[src/rtl/enigma_pkg.sv]
// Shared constants, pass encodings and state type for the Enigma sequencer.
package enigma_pkg;

  localparam int LETTERS = 26;
  localparam int POS_W   = 6;

  // Lookup pass numbers; also the table select presented to the wiring ROM.
  localparam logic [2:0] PASS_R1F  = 3'd0;
  localparam logic [2:0] PASS_R2F  = 3'd1;
  localparam logic [2:0] PASS_R3F  = 3'd2;
  localparam logic [2:0] PASS_REFL = 3'd3;
  localparam logic [2:0] PASS_R3I  = 3'd4;
  localparam logic [2:0] PASS_R2I  = 3'd5;
  localparam logic [2:0] PASS_R1I  = 3'd6;

  typedef enum logic [1:0] {
    ST_IDLE   = 2'd0,
    ST_LOOKUP = 2'd1,
    ST_OUT    = 2'd2
  } state_t;

  // Advance a rotor position by one, wrapping 25 -> 0.
  function automatic logic [POS_W-1:0] inc26(input logic [POS_W-1:0] v);
    return (v == POS_W'(LETTERS - 1)) ? '0 : v + 1'b1;
  endfunction

  // Out-of-range start positions collapse to 0.
  function automatic logic [POS_W-1:0] clamp_pos(input logic [POS_W-1:0] v);
    return (v < POS_W'(LETTERS)) ? v : '0;
  endfunction

endpackage

[src/rtl/mod26_addsub.sv]
// Combinational (a + b) mod 26 or (a - b) mod 26 for operands in 0..25.
module mod26_addsub
  import enigma_pkg::*;
#(
  parameter bit SUB = 1'b0
) (
  input  logic [POS_W-1:0] a,
  input  logic [POS_W-1:0] b,
  output logic [POS_W-1:0] y
);

  logic [POS_W:0] sum;
  logic [POS_W:0] diff;

  // 7-bit sum/difference followed by a single conditional correction by 26.
  always_comb begin
    sum  = {1'b0, a} + {1'b0, b};
    diff = {1'b0, a} - {1'b0, b};
    y    = '0;
    if (SUB) begin
      if (a < b) y = POS_W'(diff + (POS_W+1)'(LETTERS));
      else       y = diff[POS_W-1:0];
    end else begin
      if (sum >= (POS_W+1)'(LETTERS)) y = POS_W'(sum - (POS_W+1)'(LETTERS));
      else                            y = sum[POS_W-1:0];
    end
  end

endmodule

[src/rtl/enigma_cipher_ctrl.sv]
// Enigma single-character sequencer: rotor stepping plus 7 time-shared lookups.
//
//   state     | meaning
//   ----------+--------------------------------------------------------------
//   ST_IDLE   | waiting for a character or a start-position load
//   ST_LOOKUP | driving lookup pass 0..6 to the shared wiring table
//   ST_OUT    | ciphertext presented, waiting for the sink to accept it
module enigma_cipher_ctrl
  import enigma_pkg::*;
#(
  parameter int NOTCH1 = 16,
  parameter int NOTCH2 = 4
) (
  input  logic             clk,
  input  logic             rst_n,
  input  logic             cfg_load,
  input  logic [POS_W-1:0] cfg_pos1,
  input  logic [POS_W-1:0] cfg_pos2,
  input  logic [POS_W-1:0] cfg_pos3,
  input  logic             in_valid,
  output logic             in_ready,
  input  logic [POS_W-1:0] in_char,
  output logic             out_valid,
  input  logic             out_ready,
  output logic [POS_W-1:0] out_char,
  output logic             lk_req,
  output logic [2:0]       lk_sel,
  output logic [POS_W-1:0] lk_in,
  input  logic             lk_ack,
  input  logic [POS_W-1:0] lk_out,
  output logic [POS_W-1:0] rotor1_pos,
  output logic [POS_W-1:0] rotor2_pos,
  output logic [POS_W-1:0] rotor3_pos,
  output logic             busy
);

  state_t           state, next_state;
  logic [2:0]       pass;
  logic [POS_W-1:0] cur;
  logic [POS_W-1:0] off;
  logic [POS_W-1:0] res;
  logic             accept;
  logic             is_letter;
  logic             notch1_hit;
  logic             notch2_hit;

  assign is_letter  = (in_char < POS_W'(LETTERS));
  assign accept     = in_valid & in_ready;
  assign notch1_hit = (rotor1_pos == POS_W'(NOTCH1));
  assign notch2_hit = (rotor2_pos == POS_W'(NOTCH2));
  assign lk_sel     = pass;

  // Rotor offset for the current pass: forward 1,2,3, reflector 0, inverse 3,2,1.
  always_comb begin
    off = '0;
    case (pass)
      PASS_R1F, PASS_R1I: off = rotor1_pos;
      PASS_R2F, PASS_R2I: off = rotor2_pos;
      PASS_R3F, PASS_R3I: off = rotor3_pos;
      default:            off = '0;
    endcase
  end

  mod26_addsub #(.SUB(1'b0)) u_add (
    .a (cur),
    .b (off),
    .y (lk_in)
  );

  mod26_addsub #(.SUB(1'b1)) u_sub (
    .a (lk_out),
    .b (off),
    .y (res)
  );

  // State register.
  always_ff @(posedge clk or negedge rst_n) begin
    if (!rst_n) state <= ST_IDLE;
    else        state <= next_state;
  end

  // Next-state and handshake outputs.
  always_comb begin
    next_state = state;
    in_ready   = 1'b0;
    lk_req     = 1'b0;
    out_valid  = 1'b0;
    busy       = 1'b1;
    case (state)
      ST_IDLE: begin
        busy     = 1'b0;
        in_ready = ~cfg_load;
        if (accept) next_state = is_letter ? ST_LOOKUP : ST_OUT;
      end
      ST_LOOKUP: begin
        lk_req = 1'b1;
        if (lk_ack && pass == PASS_R1I) next_state = ST_OUT;
      end
      ST_OUT: begin
        out_valid = 1'b1;
        if (out_ready) next_state = ST_IDLE;
      end
      default: next_state = ST_IDLE;
    endcase
  end

  // Datapath: rotor positions, working letter, pass counter, ciphertext.
  // Positions only move on the accept edge, so all 7 passes see one setting.
  always_ff @(posedge clk or negedge rst_n) begin
    if (!rst_n) begin
      rotor1_pos <= '0;
      rotor2_pos <= '0;
      rotor3_pos <= '0;
      cur        <= '0;
      pass       <= PASS_R1F;
      out_char   <= '0;
    end else begin
      case (state)
        ST_IDLE: begin
          if (cfg_load) begin
            rotor1_pos <= clamp_pos(cfg_pos1);
            rotor2_pos <= clamp_pos(cfg_pos2);
            rotor3_pos <= clamp_pos(cfg_pos3);
          end else if (accept) begin
            if (is_letter) begin
              rotor1_pos <= inc26(rotor1_pos);
              if (notch1_hit || notch2_hit) rotor2_pos <= inc26(rotor2_pos);
              if (notch2_hit)               rotor3_pos <= inc26(rotor3_pos);
              cur  <= in_char;
              pass <= PASS_R1F;
            end else begin
              out_char <= in_char;
            end
          end
        end
        ST_LOOKUP: begin
          if (lk_ack) begin
            cur <= res;
            if (pass == PASS_R1I) out_char <= res;
            else                  pass     <= pass + 3'd1;
          end
        end
        default: ;
      endcase
    end
  end

endmodule

[config.mk]
export PLATFORM = sky130hd
export DESIGN_NAME = enigma_cipher_ctrl
export DESIGN_NICKNAME = d
export VERILOG_FILES = /design/src/rtl/enigma_pkg.sv /design/src/rtl/mod26_addsub.sv /design/src/rtl/enigma_cipher_ctrl.sv
export SDC_FILE = /design/constraint.sdc
export NUM_CORES = 1
export LEC_CHECK = 0
export ABC_AREA = 1
export BUFFER_PORTS_ARGS = -buffer_cell sky130_fd_sc_hd__buf_4
export CAP_MARGIN = 20
export CORE_AREA = 2 2 75 77
export CTS_CLUSTER_DIAMETER = 150
export DETAILED_ROUTE_END_ITERATION = 6
export DIE_AREA = 0 0 77 79
export PLACE_DENSITY = 0.85
export SYNTH_ARGS = -nofsm -noshare
export SYNTH_HDL_FRONTEND = slang
export SYNTH_SLANG_ARGS = --single-unit
[constraint.sdc]
create_clock -name clk -period 7 [get_ports clk]
set_input_delay 0.7 -clock clk [delete_from_list [all_inputs] [get_ports clk]]
set_output_delay 0.7 -clock clk [all_outputs]
set_load 0.02 [all_outputs]
======== Yosys cells after proc, flatten, opt, wreduce, memory -nomap -nowiden ========
Index checks and enable logic that the tools add are counted.
storage, ports and cells
  flip-flop bits (word level) ............. 35
  input bits .............................. 36
  output and inout port bits .............. 37
  word-level logic and storage cells ...... 109
cells by class
  add/sub/neg operators ................... 8
  $lt $le $gt $ge ......................... 6
  eq/ne operators ......................... 21
  muxes and demuxes ....................... 46
  bitwise gates (word level) .............. 2
  reductions and logical operators ........ 19
operators with widths
  kind                                                                    number
  6-bit 2-to-1 mux                                                        28
  6-bit by 5-bit equality test with 1-bit output (second input constant)  4
  6-bit by 5-bit < comparator with 1-bit output (second input constant)   4
  6-bit one-hot mux with 2 select lines                                   2
  6-bit by 1-bit adder with 6-bit output (second input constant)          3
  2-bit inequality test (second input constant)                           9
  6-bit one-hot mux with 3 select lines                                   1
  3-bit 2-to-1 mux                                                        5
  6-bit AND reduction                                                     2
  2-bit nonzero test                                                      5
  3-bit equality test (second input constant)                             3
  2-bit 2-to-1 mux                                                        4
  4-bit AND reduction                                                     2
  6-bit by 6-bit adder with 7-bit output                                  1
  7-bit by 5-bit >= comparator with 1-bit output (second input constant)  1
  6-bit by 5-bit adder with 6-bit output (second input constant)          1
  6-bit by 3-bit equality test with 1-bit output (second input constant)  1
  6-bit < comparator                                                      1
  2-bit one-hot mux with 3 select lines                                   1
  3-bit one-hot mux with 2 select lines                                   1
  3-bit AND reduction                                                     2
  2-bit OR reduction                                                      3
  6-bit by 5-bit subtractor with 6-bit output (second input constant)     1
  6-bit subtractor                                                        1
  13 further kinds                                                        16

======== Longest topological paths before layout ========
Gate-level depths: netlist of run 1.
  word-level depth ........................ 9
  mapped depth ............................ 20
  depth with buffers taken out ............ 20

======== Cells and area by module ========
From an unflattened synthesis of run 1, not the netlist that was laid out.
second synthesis, totals
  cell total of the unflattened synthesis .. 504
  area total of the unflattened synthesis .. 3,335.7 µm²
by module, submodules not included
  module                instances  cells each  area an instance (µm²)  sequential area each (µm²)
  enigma_cipher_ctrl    1          345         2,443.6                 875.8
  mod26_addsub (u_sub)  1          77          450.4                   0.0
  mod26_addsub (u_add)  1          82          441.7                   0.0

======== Worst setup path before layout of run 1 ========
No wires, ideal clock.
  path kind ............................... reg-to-output
  start point ............................. reg pass[0] (netlist: lk_sel[0])
  end point ............................... out lk_in[2]
  arrival time ............................ 3.290 ns
  required time ........................... 6.300 ns
  setup slack ............................. 3.010 ns
  cell stages (with the launch flop) ...... 16
  path buffers ............................ 0
  path through ............................ dfrtp_1 -> inv_1 -> ha_1 -> nand2_1 -> inv_1 -> a21oi_1 -> inv_1 -> a21oi_1 -> inv_1 -> fa_1 -> xnor2_1 -> ha_1 -> nand2_1 -> nand3_1 -> nand3_2 -> o21ai_0
on the way
  word-level cells in the longest chain between the ends .. 6
  elaborated cells on any way between the ends .. 14
  those cells by class .................... add/sub (2); order compare (1); eq/ne (5); mux (2); reduce/logical (4)
ends and longest elaborated chain
  what                                                                                                           RTL line                   source
  start: declaration                                                                                             enigma_cipher_ctrl.sv:38   logic [2:0] pass;
  start signal: assignment                                                                                       enigma_cipher_ctrl.sv:140  else pass <= pass + 3'd1;
  3-bit by 2-bit equality test with 1-bit output (tied with other cells)                                         enigma_cipher_ctrl.sv:56   case (pass)
  2-bit OR reduction                                                                                             enigma_cipher_ctrl.sv:56
  6-bit one-hot mux with 3 select lines (*)                                                                      enigma_cipher_ctrl.sv:56
  6-bit by 6-bit adder with 7-bit output (*)                                                                     mod26_addsub.sv:17         sum = {1'b0, a} + {1'b0, b};
  6-bit by 5-bit subtractor with 6-bit output or 7-bit by 5-bit >= comparator with 1-bit output (tied branches)  mod26_addsub.sv:24         if (sum >= (POS_W+1)'(LETTERS)) y = POS_W'(sum - (POS_W+1)'(LETTERS));
  6-bit 2-to-1 mux (*)                                                                                           mod26_addsub.sv:24
  end: declaration                                                                                               enigma_cipher_ctrl.sv:28   output logic [POS_W-1:0] lk_in,
Mark *: on every way between the ends. The rest lies on a longest branch, timed or not.

======== Worst setup path in the final report of run 1 ========
  start point ............................. reg pass[0] (netlist: lk_sel[0])
  end point ............................... out lk_in[4]
Same word-level chain as after synthesis.

==> summary.md, run 1 <==
| Metric | Value |
|---|---|
| Commonest register cell after synthesis | sky130_fd_sc_hd__dfrtp_1 |
| Max stage delay cell, worst path | sky130_fd_sc_hd__fa_1 |
| First-pass GRT wire length | about 13000 µm |
| Buffer levels on the longest clock path | 2 |
| Final setup violating endpoints | 0 |
| Number of cell instances on the worst register-to-register path | 18 |
| Critical-path cell list | inv_1 > ha_1 > nand2_1 > inv_1 > a21oi_1 > inv_1 > a21oi_1 > inv_1 > fa_1 > xnor2_1 > ha_1 > nand2_1 > nand3_1 > nand3_2 > o21ai_0 > buf_4 |
| Result of the run | finished, final reports clean |
| Reg-to-reg slack, setup | 3820 ps |
| Proportion of synthesized flip-flops having asynchronous set or reset | 100% |
| Setup TNS | 0 ps |
| Final cycle utilization of the critical path | between 60 and 70% |
| Area of the mapped netlist | 3050 µm² |
| Crit. End Element | output pin |
| Proportion of synthesized chip area in sequential cells | around 29% |
| Ratio of cells with drive above 1 in the final layout | 20.8% |
| Max-capacitance violation count | 0 |
| Clock transition at path regs | 70 ps |
| Final-layout worst hold slack | around 350 ps |
| Post-route clock skew | 6.18 ps |
| Number of core rows | 27 |
| Antenna violations before repair | 0 |
| Largest net degree at the start of global routing | 36 |
| Die extent in y | 79 µm |
| Most frequent cells in the layout | sky130_fd_sc_hd__nand2_1, sky130_fd_sc_hd__buf_4, sky130_fd_sc_hd__inv_1, sky130_fd_sc_hd__nand3_1, sky130_fd_sc_hd__dfrtp_1 |
| Top area cells in the synthesized netlist | sky130_fd_sc_hd__dfrtp_1, sky130_fd_sc_hd__nand2_1, sky130_fd_sc_hd__ha_1 |
| Clock tree sinks | 35 |
| Placer congestion estimate | between 0.8 and 0.9 |
| Worst Tran Pin Value | between 700 and 800 ps |
| Area share of the leading cell type in the synthesized netlist | ~29% |
| Capture point of the worst reg-to-reg path | cur[5]$_DFFE_PN0P_ |
| Relative max-transition margin | 48.0% |
| Count of mapped cells out of synthesis | 422 |
| Met2 track demand over resource | 42.1% |
| Number of buffers added on ports | 72 |
| Biggest cell delay along the critical path | 450 ps |
| Detailed placement HPWL | 5980 µm |
| Worst setup path class | reg2out |
| Family with the most delay on the worst path | adder cells |
| Number of placed I/O pins | 73 |
| Total routing usage reported by global routing | 25.4% |
| Launching element type of the critical path | register |
| Area of the die | between 6000 and 7000 µm² |
| CTS tree | built |
| Worst-path fanout max | 7 |
| # Post-CTS Setup Buffers | 0 |
| Via count | 3061 |
| Starting density of the core | a little under three fifths |
| Count of inserted antenna diode cells | 0 |
| Number of pins exceeding their max-slew limit in the final report | 0 |
| Vias in the first global route | between 2000 and 3000 |
| Per-cell routed wire length | 13.2 µm |
| Number of buffers created by CTS | 5 |
| Synth Register Bits | 35 |
| DRT Pass-1 Iters | 5 |
| Dominant cell type by count on the critical path | sky130_fd_sc_hd__inv_1 |
| DRC | 0 |
| Required time at the endpoint of the critical path | 6300 ps |
| Setup repair after global routing missed its margin | false |
| Source of the worst register-to-register timing path | lk_sel[0]$_DFFE_PN0P_ |
| Arrival time reported for the critical path endpoint | 3660 ps |
| Source-to-sink clock delay at the later pin of the worst-skew pair | between 200 and 300 ps |
| Overall overflow remaining after global route | 0 |
| Total Nets Final | ~560 |
| CP Buf/Inv Count | 5 |
| Most area-hungry cell type in the Yosys netlist | sky130_fd_sc_hd__dfrtp_1 |
| Count of yosys warnings during synthesis | 0 |
| Area of the core region | around 5300 µm² |
| Buffer type at the clock tree root | sky130_fd_sc_hd__clkbuf_8 |
| Synthesized area per cell | 7.23 µm² |
| Critical path depth | 16 |
| Most frequent standard cell in the layout excluding fill and tap cells | sky130_fd_sc_hd__nand2_1 |
| Final worst path period need | about 4400 ps |
| Number of H-tree branching levels | 2 |
| Via density | about 5.4 |
| Distinct cell type count after synthesis | 45 |
| Met3 Usage GRT | 4.66% |
| Syn nets | 486 |
| CP Launch Point | lk_sel[0]$_DFFE_PN0P_ |
| Count of final hold-check violations | 0 |
| EDFF count, synth | 0 |
| Die X-Extent | slightly below 80 µm |
| Layout overhead on the synthesized area | 22.4% |
| GR Util met1 | 34.7% |
| Remaining number of nets flagged by the antenna check after routing | 0 |
| Count of hold buffers inserted by post-cts repair | 0 |
| Final wirelength | about 7500 µm |
| Busiest grt layer | met2 |
| # resized after CTS | 0 |
| Type of the worst min-delay path | in2async |
| Maximum clock rate | 230 MHz |
| Initial detailed-routing violation count | between 200 and 250 |
-- cell usage after synthesis (2+ instances only) --
cell type and count:
sky130_fd_sc_hd__buf_4 2, sky130_fd_sc_hd__a21oi_1 19, sky130_fd_sc_hd__nand4_1 6, sky130_fd_sc_hd__a31oi_1 3
sky130_fd_sc_hd__a21oi_2 3, sky130_fd_sc_hd__o21ai_1 10, sky130_fd_sc_hd__buf_2 3, sky130_fd_sc_hd__inv_1 58
sky130_fd_sc_hd__o211ai_1 2, sky130_fd_sc_hd__buf_6 2, sky130_fd_sc_hd__dfrtp_1 35, sky130_fd_sc_hd__o31ai_1 2
sky130_fd_sc_hd__a22oi_1 2, sky130_fd_sc_hd__nand3_2 3, sky130_fd_sc_hd__o21a_1 2, sky130_fd_sc_hd__xor2_1 11
sky130_fd_sc_hd__nand3_1 43, sky130_fd_sc_hd__xnor2_1 8, sky130_fd_sc_hd__ha_1 26, sky130_fd_sc_hd__inv_2 5
sky130_fd_sc_hd__nor3_1 2, sky130_fd_sc_hd__nand2_1 101, sky130_fd_sc_hd__o21ai_0 28, sky130_fd_sc_hd__nor2_1 24
sky130_fd_sc_hd__fa_1 2
-- cells by family (layout without fill, tap and decap cells) --
group	after synthesis	in the layout	share of synthesized area [%]
AO/OA/AOI/OAI	79	79	15.6
XOR/XNOR	21	21	6.52
adder cells (fa/ha/maj)	28	28	12.0
buffers and inverters	71	144	9.68
flip-flops	35	35	28.7
multiplexers	1	1	0.328
AND/OR/NAND/NOR	187	187	27.1
-- worst max-delay path by stage --
stage                     to  slack (ps)
floorplan           lk_in[2]        3010
global placement    lk_in[2]        3120
detailed placement  lk_in[4]        2960
CTS                 lk_in[4]        2630
global route        lk_in[4]        2200
finish              lk_in[4]        2640
-- routing by layer --
metal  share of wire, %  up-vias  routed length (µm)
met1                 46     1382                3460
met2                 44      126                3300
met5                  0        -                   0
met4                1.4        0                 106
li1                   -     1540                   -
met3                8.1       13                 609
-- through the flow --
stage               utilization, %  worst slack [ps]  std cells  area [µm²]
floorplan                        -              3010        422        3050
global placement              68.0              3120        559        3630
detailed placement            68.0              2960        559        3630
CTS                           69.9              2630        567        3730
global route                  69.9              2200        567        3730
finish                        69.9              2640        567        3730
-- flip-flops by register name, indices dropped and copies added, names as in the netlist --
register / flops
cur: 6
out_char: 6
rotor1_pos: 6
rotor2_pos: 6
rotor3_pos: 6
lk_sel: 3
state: 2
-- final cells by class --
cell class	count	area (µm²)
multi-input combinational	316	1880
fill	439	1610
sequential	35	876
timing repair buffer	72	541
inverter	64	243
clock buffer	7	96.3
tap	72	90.1
clock inverter	1	7.51
-- worst register-to-register path: cells and delay by family, from the launching register on --
family	cells	cell delay, ps
adder cells (fa/ha/maj)	4	1080
AO/OA/AOI/OAI	2	370
AND/OR/NAND/NOR	7	530
flip-flops	1	420
XOR/XNOR	1	300
buffers and inverters	4	360
Power of run 1 is left out: the tool's default activity adds up to more than one toggle a clock period on the data nets, which glitch-free logic cannot reach.
==> run 2: changes to the inputs <==
--- a/config.mk
+++ b/config.mk
@@ -8,11 +8,11 @@
 export ABC_AREA = 1
 export BUFFER_PORTS_ARGS = -buffer_cell sky130_fd_sc_hd__buf_4
 export CAP_MARGIN = 20
-export CORE_AREA = 2 2 75 77
+export CORE_AREA = 2 2 82 84
 export CTS_CLUSTER_DIAMETER = 150
 export DETAILED_ROUTE_END_ITERATION = 6
-export DIE_AREA = 0 0 77 79
-export PLACE_DENSITY = 0.85
+export DIE_AREA = 0 0 84 86
+export PLACE_DENSITY = 0.76
 export SYNTH_ARGS = -nofsm -noshare
 export SYNTH_HDL_FRONTEND = slang
 export SYNTH_SLANG_ARGS = --single-unit
==> constraint.sdc (replaced) <==
create_clock -name clk -period 3.99 [get_ports clk]
set_input_delay 0.399 -clock clk [delete_from_list [all_inputs] [get_ports clk]]
set_output_delay 0.399 -clock clk [all_outputs]
set_load 0.02 [all_outputs]
==> summary.md, run 2 (synthesized netlist as in run 1, its figures left out) <==
| Metric | Value |
|---|---|
| Overall overflow remaining after global route | 0 |
| Largest net degree at the start of global routing | 36 |
| Number of cell instances on the worst register-to-register path | 15 |
| Number of H-tree branching levels | 2 |
| Worst setup path class | reg2out |
| Source of the worst register-to-register timing path | lk_sel[0]$_DFFE_PN0P_ |
| Final cycle utilization of the critical path | 92.2% |
| Total routing usage reported by global routing | 21.6% |
| Total Nets Final | 559 |
| Max stage delay cell, worst path | sky130_fd_sc_hd__fa_2 |
| Final setup violating endpoints | 0 |
| Number of placed I/O pins | between 70 and 80 |
| Most frequent cells in the layout | sky130_fd_sc_hd__nand2_1, sky130_fd_sc_hd__buf_4, sky130_fd_sc_hd__inv_1, sky130_fd_sc_hd__nand3_1, sky130_fd_sc_hd__dfrtp_1 |
| Launching element type of the critical path | register |
| Number of buffers added on ports | approximately 70 |
| DRT Pass-1 Iters | 4 |
| Layout overhead on the synthesized area | 24.0% |
| DRC | 0 |
| Number of pins exceeding their max-slew limit in the final report | 0 |
| Remaining number of nets flagged by the antenna check after routing | 0 |
| Most frequent standard cell in the layout excluding fill and tap cells | sky130_fd_sc_hd__nand2_1 |
| Per-cell routed wire length | 13.2 µm |
| Number of core rows | 29 |
| Count of inserted antenna diode cells | 0 |
| Family with the most delay on the worst path | adder cells |
| Setup TNS | 0 ps |
| Reg-to-reg slack, setup | a little under 900 ps |
| Required time at the endpoint of the critical path | approximately 3600 ps |
| Area occupied by multi-input gates | 1930 µm² |
| Final worst path period need | 3680 ps |
| Crit. End Element | output pin |
| Type of the worst min-delay path | in2async |
| Count of filler cells inserted in the layout | 575 |
| CTS tree | built |
| Count of final hold-check violations | 0 |
| Number of buffers created by CTS | 5 |
| First-pass GRT wire length | 13000 µm |
| Setup repair after global routing missed its margin | false |
| Area of the core region | 6280 µm² |
| Result of the run | finished, final reports clean |
| Placer congestion estimate | 0.890 |
| Maximum clock rate | 272 MHz |
| Arrival time reported for the critical path endpoint | 3280 ps |
| Count of hold buffers inserted by post-cts repair | 0 |
| Area of the die | a little over 7000 µm² |
| Clock tree sinks | 35 |
| Initial detailed-routing violation count | 127 |
| Total area of sequential cells | slightly below 900 µm² |
| Via density | 5.28 |
| Post-route clock skew | roughly 8.1 ps |
| Final wirelength | 7570 µm |
| Relative max-transition margin | 49.1% |
| Vias in the first global route | ~2900 |
| Antenna violations before repair | 0 |
| Max-capacitance violation count | 0 |
| Ratio of cells with drive above 1 in the final layout | 22.2% |
| Detailed placement HPWL | 6160 µm |
| Via count | 3022 |
| Source-to-sink clock delay at the later pin of the worst-skew pair | 290 ps |
| Starting density of the core | 48.6% |
| Clock transition at path regs | roughly 70 ps |
| Buffer levels on the longest clock path | 2 |
| Worst Tran Pin Value | about 760 ps |
| Die X-Extent | 84 µm |
| Biggest cell delay along the critical path | 400 ps |
| Capture point of the worst reg-to-reg path | out_char[2]$_DFFE_PN0P_ |
| Critical-path cell list | inv_1 > ha_1 > nand2_1 > inv_1 > a21oi_4 > inv_1 > a21oi_4 > inv_1 > fa_2 > xnor2_2 > ha_2 > nand2_1 > nand3_1 > nand3_2 > inv_2 > nand2_1 > nand2_1 > buf_4 |
| CP Buf/Inv Count | 6 |
| Buffer type at the clock tree root | sky130_fd_sc_hd__clkbuf_8 |
| Die extent in y | 86 µm |
| Worst-path fanout max | 7 |
[run 2: cell count changes in the layout (fill, tap and decap cells not counted), sizes merged]
cell and delta:
buf +1, clkbuf -1, clkinv +1, clkinvlp -1
[run 2: worst reg2reg max path: stages, from the launching register on]
cell	delay [ps]
sky130_fd_sc_hd__dfrtp_1	410
sky130_fd_sc_hd__inv_1	130
sky130_fd_sc_hd__ha_1	230
sky130_fd_sc_hd__nand2_1	70
sky130_fd_sc_hd__inv_1	150
sky130_fd_sc_hd__a21oi_4	60
sky130_fd_sc_hd__o221ai_2	200
sky130_fd_sc_hd__ha_1	190
sky130_fd_sc_hd__inv_1	80
sky130_fd_sc_hd__fa_1	490
sky130_fd_sc_hd__nand4_1	140
sky130_fd_sc_hd__nor2b_1	360
sky130_fd_sc_hd__nand2_1	90
sky130_fd_sc_hd__nand3_1	80
sky130_fd_sc_hd__o21ai_0	150
sky130_fd_sc_hd__o21ai_0	220
[run 2: timing repair]
action	CTS	global route
buffers inserted	0	1
endpoints found under the setup margin	4	5
endpoints found under the hold margin	0	0
resized for setup	1	12
pin swaps	0	1
[run 2: area by class of cell]
cell class / instances / area share (%)
clock buffer: 6 / 2.18
clock inverter: 1 / 0.132
inverter: 64 / 6.42
multi-input combinational: 316 / 51.1
sequential: 35 / 23.2
tap: 77 / 2.55
timing repair buffer: 73 / 14.5
[run 2: routing by layer]
layer | share of wire, % | track usage, % | vias up
met1 | 47 | 30.3 | 1399
met5 | 0 | 0 | -
li1 | - | - | 1535
met3 | 6.3 | 5.10 | 6
met4 | 0.73 | 3.96 | 0
met2 | 46 | 34.8 | 82
[run 2: worst max-delay path by stage]
stage,slack [ps],depth (start not counted),from,end
2_1_floorplan,300,15,lk_sel[0]$_DFFE_PN0P_,lk_in[2]
3_3_place_gp,420,16,lk_sel[0]$_DFFE_PN0P_,lk_in[2]
3_5_place_dp,270,16,lk_sel[0]$_DFFE_PN0P_,lk_in[4]
4_1_cts,50,16,lk_sel[0]$_DFFE_PN0P_,lk_in[4]
5_1_grt,50,18,lk_sel[0]$_DFFE_PN0P_,lk_in[3]
6_report,310,18,lk_sel[0]$_DFFE_PN0P_,lk_in[3]
[run 2: metrics by stage]
step | utilization (%) | std cells | instance area [µm²] | setup WS [ps] | hold WS (ps)
after floorplan | - | 422 | 3050 | 301 | 103
after global placement | 57.9 | 564 | 3630 | 415 | 378
after detailed placement | 57.9 | 564 | 3630 | 267 | 380
after CTS | 59.3 | 571 | 3720 | 49.3 | 64.0
after global routing | 60.3 | 572 | 3780 | 47.0 | 88.5
final | 60.3 | 572 | 3780 | 312 | 49.5
Power of run 2 is left out for the same reason.
==> run 3: changes to the inputs <==
--- a/config.mk
+++ b/config.mk
@@ -13,6 +13,7 @@
 export DETAILED_ROUTE_END_ITERATION = 6
 export DIE_AREA = 0 0 84 86
 export PLACE_DENSITY = 0.76
+export RECOVER_POWER = 50
 export SYNTH_ARGS = -nofsm -noshare
 export SYNTH_HDL_FRONTEND = slang
 export SYNTH_SLANG_ARGS = --single-unit
==> summary.md, run 3 (synthesized netlist as in run 1, its figures left out) <==
| Metric | Value |
|---|---|
| Result of the run | finished, violations left |
| Violations in the final reports | capacitance limit, slew limit |
| Total routing usage reported by global routing | 21.6% |
| Initial detailed-routing violation count | 100 |
| DRT Pass-1 Iters | 4 |
| Number of buffers created by CTS | 5 |
| CP Buf/Inv Count | 6 |
| Count of hold buffers inserted by post-cts repair | 0 |
| Number of H-tree branching levels | 2 |
| Critical-path cell list | inv_1 > ha_1 > nand2_1 > inv_1 > a21oi_4 > inv_1 > a21oi_4 > inv_1 > fa_2 > xnor2_2 > ha_2 > nand2_1 > nand3_1 > nand3_2 > inv_2 > nand2_1 > nand2_1 > buf_4 |
| Crit. End Element | output pin |
| Family with the most delay on the worst path | adder cells |
| Vias in the first global route | between 2000 and 3000 |
| CTS tree | built |
| Antenna violations before repair | 0 |
| Final setup violating endpoints | 0 |
| Maximum clock rate | 272 MHz |
| Die extent in y | approximately 86 µm |
| Number of buffers added on ports | between 70 and 80 |
| Overall overflow remaining after global route | 0 |
| Total Nets Final | 559 |
| Die X-Extent | 84 µm |
| Area of the core region | around 6300 µm² |
| Buffer type at the clock tree root | sky130_fd_sc_hd__clkbuf_8 |
| Most frequent cells in the layout | sky130_fd_sc_hd__nand2_1, sky130_fd_sc_hd__inv_1, sky130_fd_sc_hd__buf_4, sky130_fd_sc_hd__nand3_1, sky130_fd_sc_hd__dfrtp_1 |
| Most frequent standard cell in the layout excluding fill and tap cells | sky130_fd_sc_hd__nand2_1 |
| Clock transition at path regs | 60 ps |
| Number of core rows | 29 |
| Setup WS post-layout | 316 ps |
| Per-cell routed wire length | approximately 13 µm |
| Layout overhead on the synthesized area | 21.7% |
| Number of pins exceeding their max-slew limit in the final report | 36 |
| Final cycle utilization of the critical path | approximately 90% |
| Source-to-sink clock delay at the later pin of the worst-skew pair | 290 ps |
| Biggest cell delay along the critical path | ~400 ps |
| Worst Tran Pin Value | 1870 ps |
| Setup repair after global routing missed its margin | false |
| Starting density of the core | 48.6% |
| Count of filler cells inserted in the layout | 595 |
| Count of inserted antenna diode cells | 0 |
| Buffer levels on the longest clock path | 2 |
| Max stage delay cell, worst path | sky130_fd_sc_hd__fa_2 |
| Worst-path fanout max | 7 |
| Number of placed I/O pins | 73 |
| Max-capacitance violation count | 1 |
| First-pass GRT wire length | 13000 µm |
| Arrival time reported for the critical path endpoint | 3270 ps |
| Final wirelength | 7580 µm |
| Via density | 5.29 |
| DRC | 0 |
| Required time at the endpoint of the critical path | 3590 ps |
| Largest net degree at the start of global routing | 36 |
| Setup TNS | 0 ps |
| Type of the worst min-delay path | in2reg |
| Detailed placement HPWL | slightly above 6000 µm |
| Remaining number of nets flagged by the antenna check after routing | 0 |
| Worst setup path class | reg2out |
| Relative max-transition margin | -24.9% |
| Count of final hold-check violations | 0 |
| Clock tree sinks | 35 |
| Post-placement worst setup slack | 267 ps |
| Area of the die | 7220 µm² |
| Worst hold path stage count | 4 |
| Fraction of the core area covered by cells at the end of the flow | between 50 and 60% |
| Post-route clock skew | 8.26 ps |
| Launching element type of the critical path | register |
| Critical path depth | 18 |
| Via count | 3024 |
| Placer congestion estimate | 0.890 |
| Number of cell instances on the worst register-to-register path | 15 |
| Ratio of cells with drive above 1 in the final layout | approximately 18% |
| Final worst path period need | 3670 ps |
| Final-layout worst hold slack | between 300 and 400 ps |
-- run 3: cell count changes in the layout (fill, tap and decap cells not counted) --
cell,delta
sky130_fd_sc_hd__buf_4,-19
sky130_fd_sc_hd__clkbuf_1,+19
-- run 3: what timing repair did --
| item | 4_1_cts | 5_1_grt |
|---|---|---|
| endpoints found under the setup margin | 4 | 5 |
| pin swaps | 0 | 1 |
| resized for setup | 1 | 12 |
| setup buffers | 0 | 1 |
| gates cloned | 0 | 0 |
-- run 3: worst reg2reg max path: cells and delay by family, from the launching register on --
kind	cells	cell delay [ps]
compound gates	4	640
fa+ha+maj	3	900
buf+inv	3	360
flops	1	410
simple gates	5	740
-- run 3: path summary, 6_finish.rpt --
| check | startpoint | end | slack (ps) |
|---|---|---|---|
| setup / recovery | lk_sel[0]$_DFFE_PN0P_ | lk_in[3] | 320 |
| hold / removal | out_ready | state[1]$_DFFE_PN0P_ | 370 |
| setup reg to reg | lk_sel[0]$_DFFE_PN0P_ | out_char[2]$_DFFE_PN0P_ | 880 |
| hold reg to reg | cur[0]$_DFFE_PN0P_ | cur[0]$_DFFE_PN0P_ | 510 |
| max in group asynchronous | rst_n | rotor2_pos[5]$_DFFE_PN0P_ | 2300 |
| min in group asynchronous | rst_n | out_char[0]$_DFFE_PN0P_ | 610 |
-- run 3: area by class of cell --
type,count,area (µm²),area share [%]
multi-input combinational,316,1930,52.1
sequential,35,876,23.6
timing repair buffer,73,477,12.8
inverter,64,243,6.54
tap,77,96.3,2.60
clock buffer,6,82.6,2.23
clock inverter,1,5.00,0.135
-- run 3: layer usage --
| layer | share of wire [%] | GRT usage [%] | wire [µm] |
|---|---|---|---|
| met4 | 0.75 | 3.96 | 57 |
| met3 | 6.1 | 5.10 | 462 |
| met5 | 0 | 0 | 0 |
| met1 | 48 | 30.3 | 3640 |
| met2 | 45 | 34.8 | 3420 |
-- run 3: per-stage QoR --
stage               instances  cell area, µm²
CTS                       571            3720
detailed placement        564            3630
finish                    572            3710
floorplan                 422            3050
global placement          564            3630
global route              572            3710
Power of run 3 is left out for the same reason.
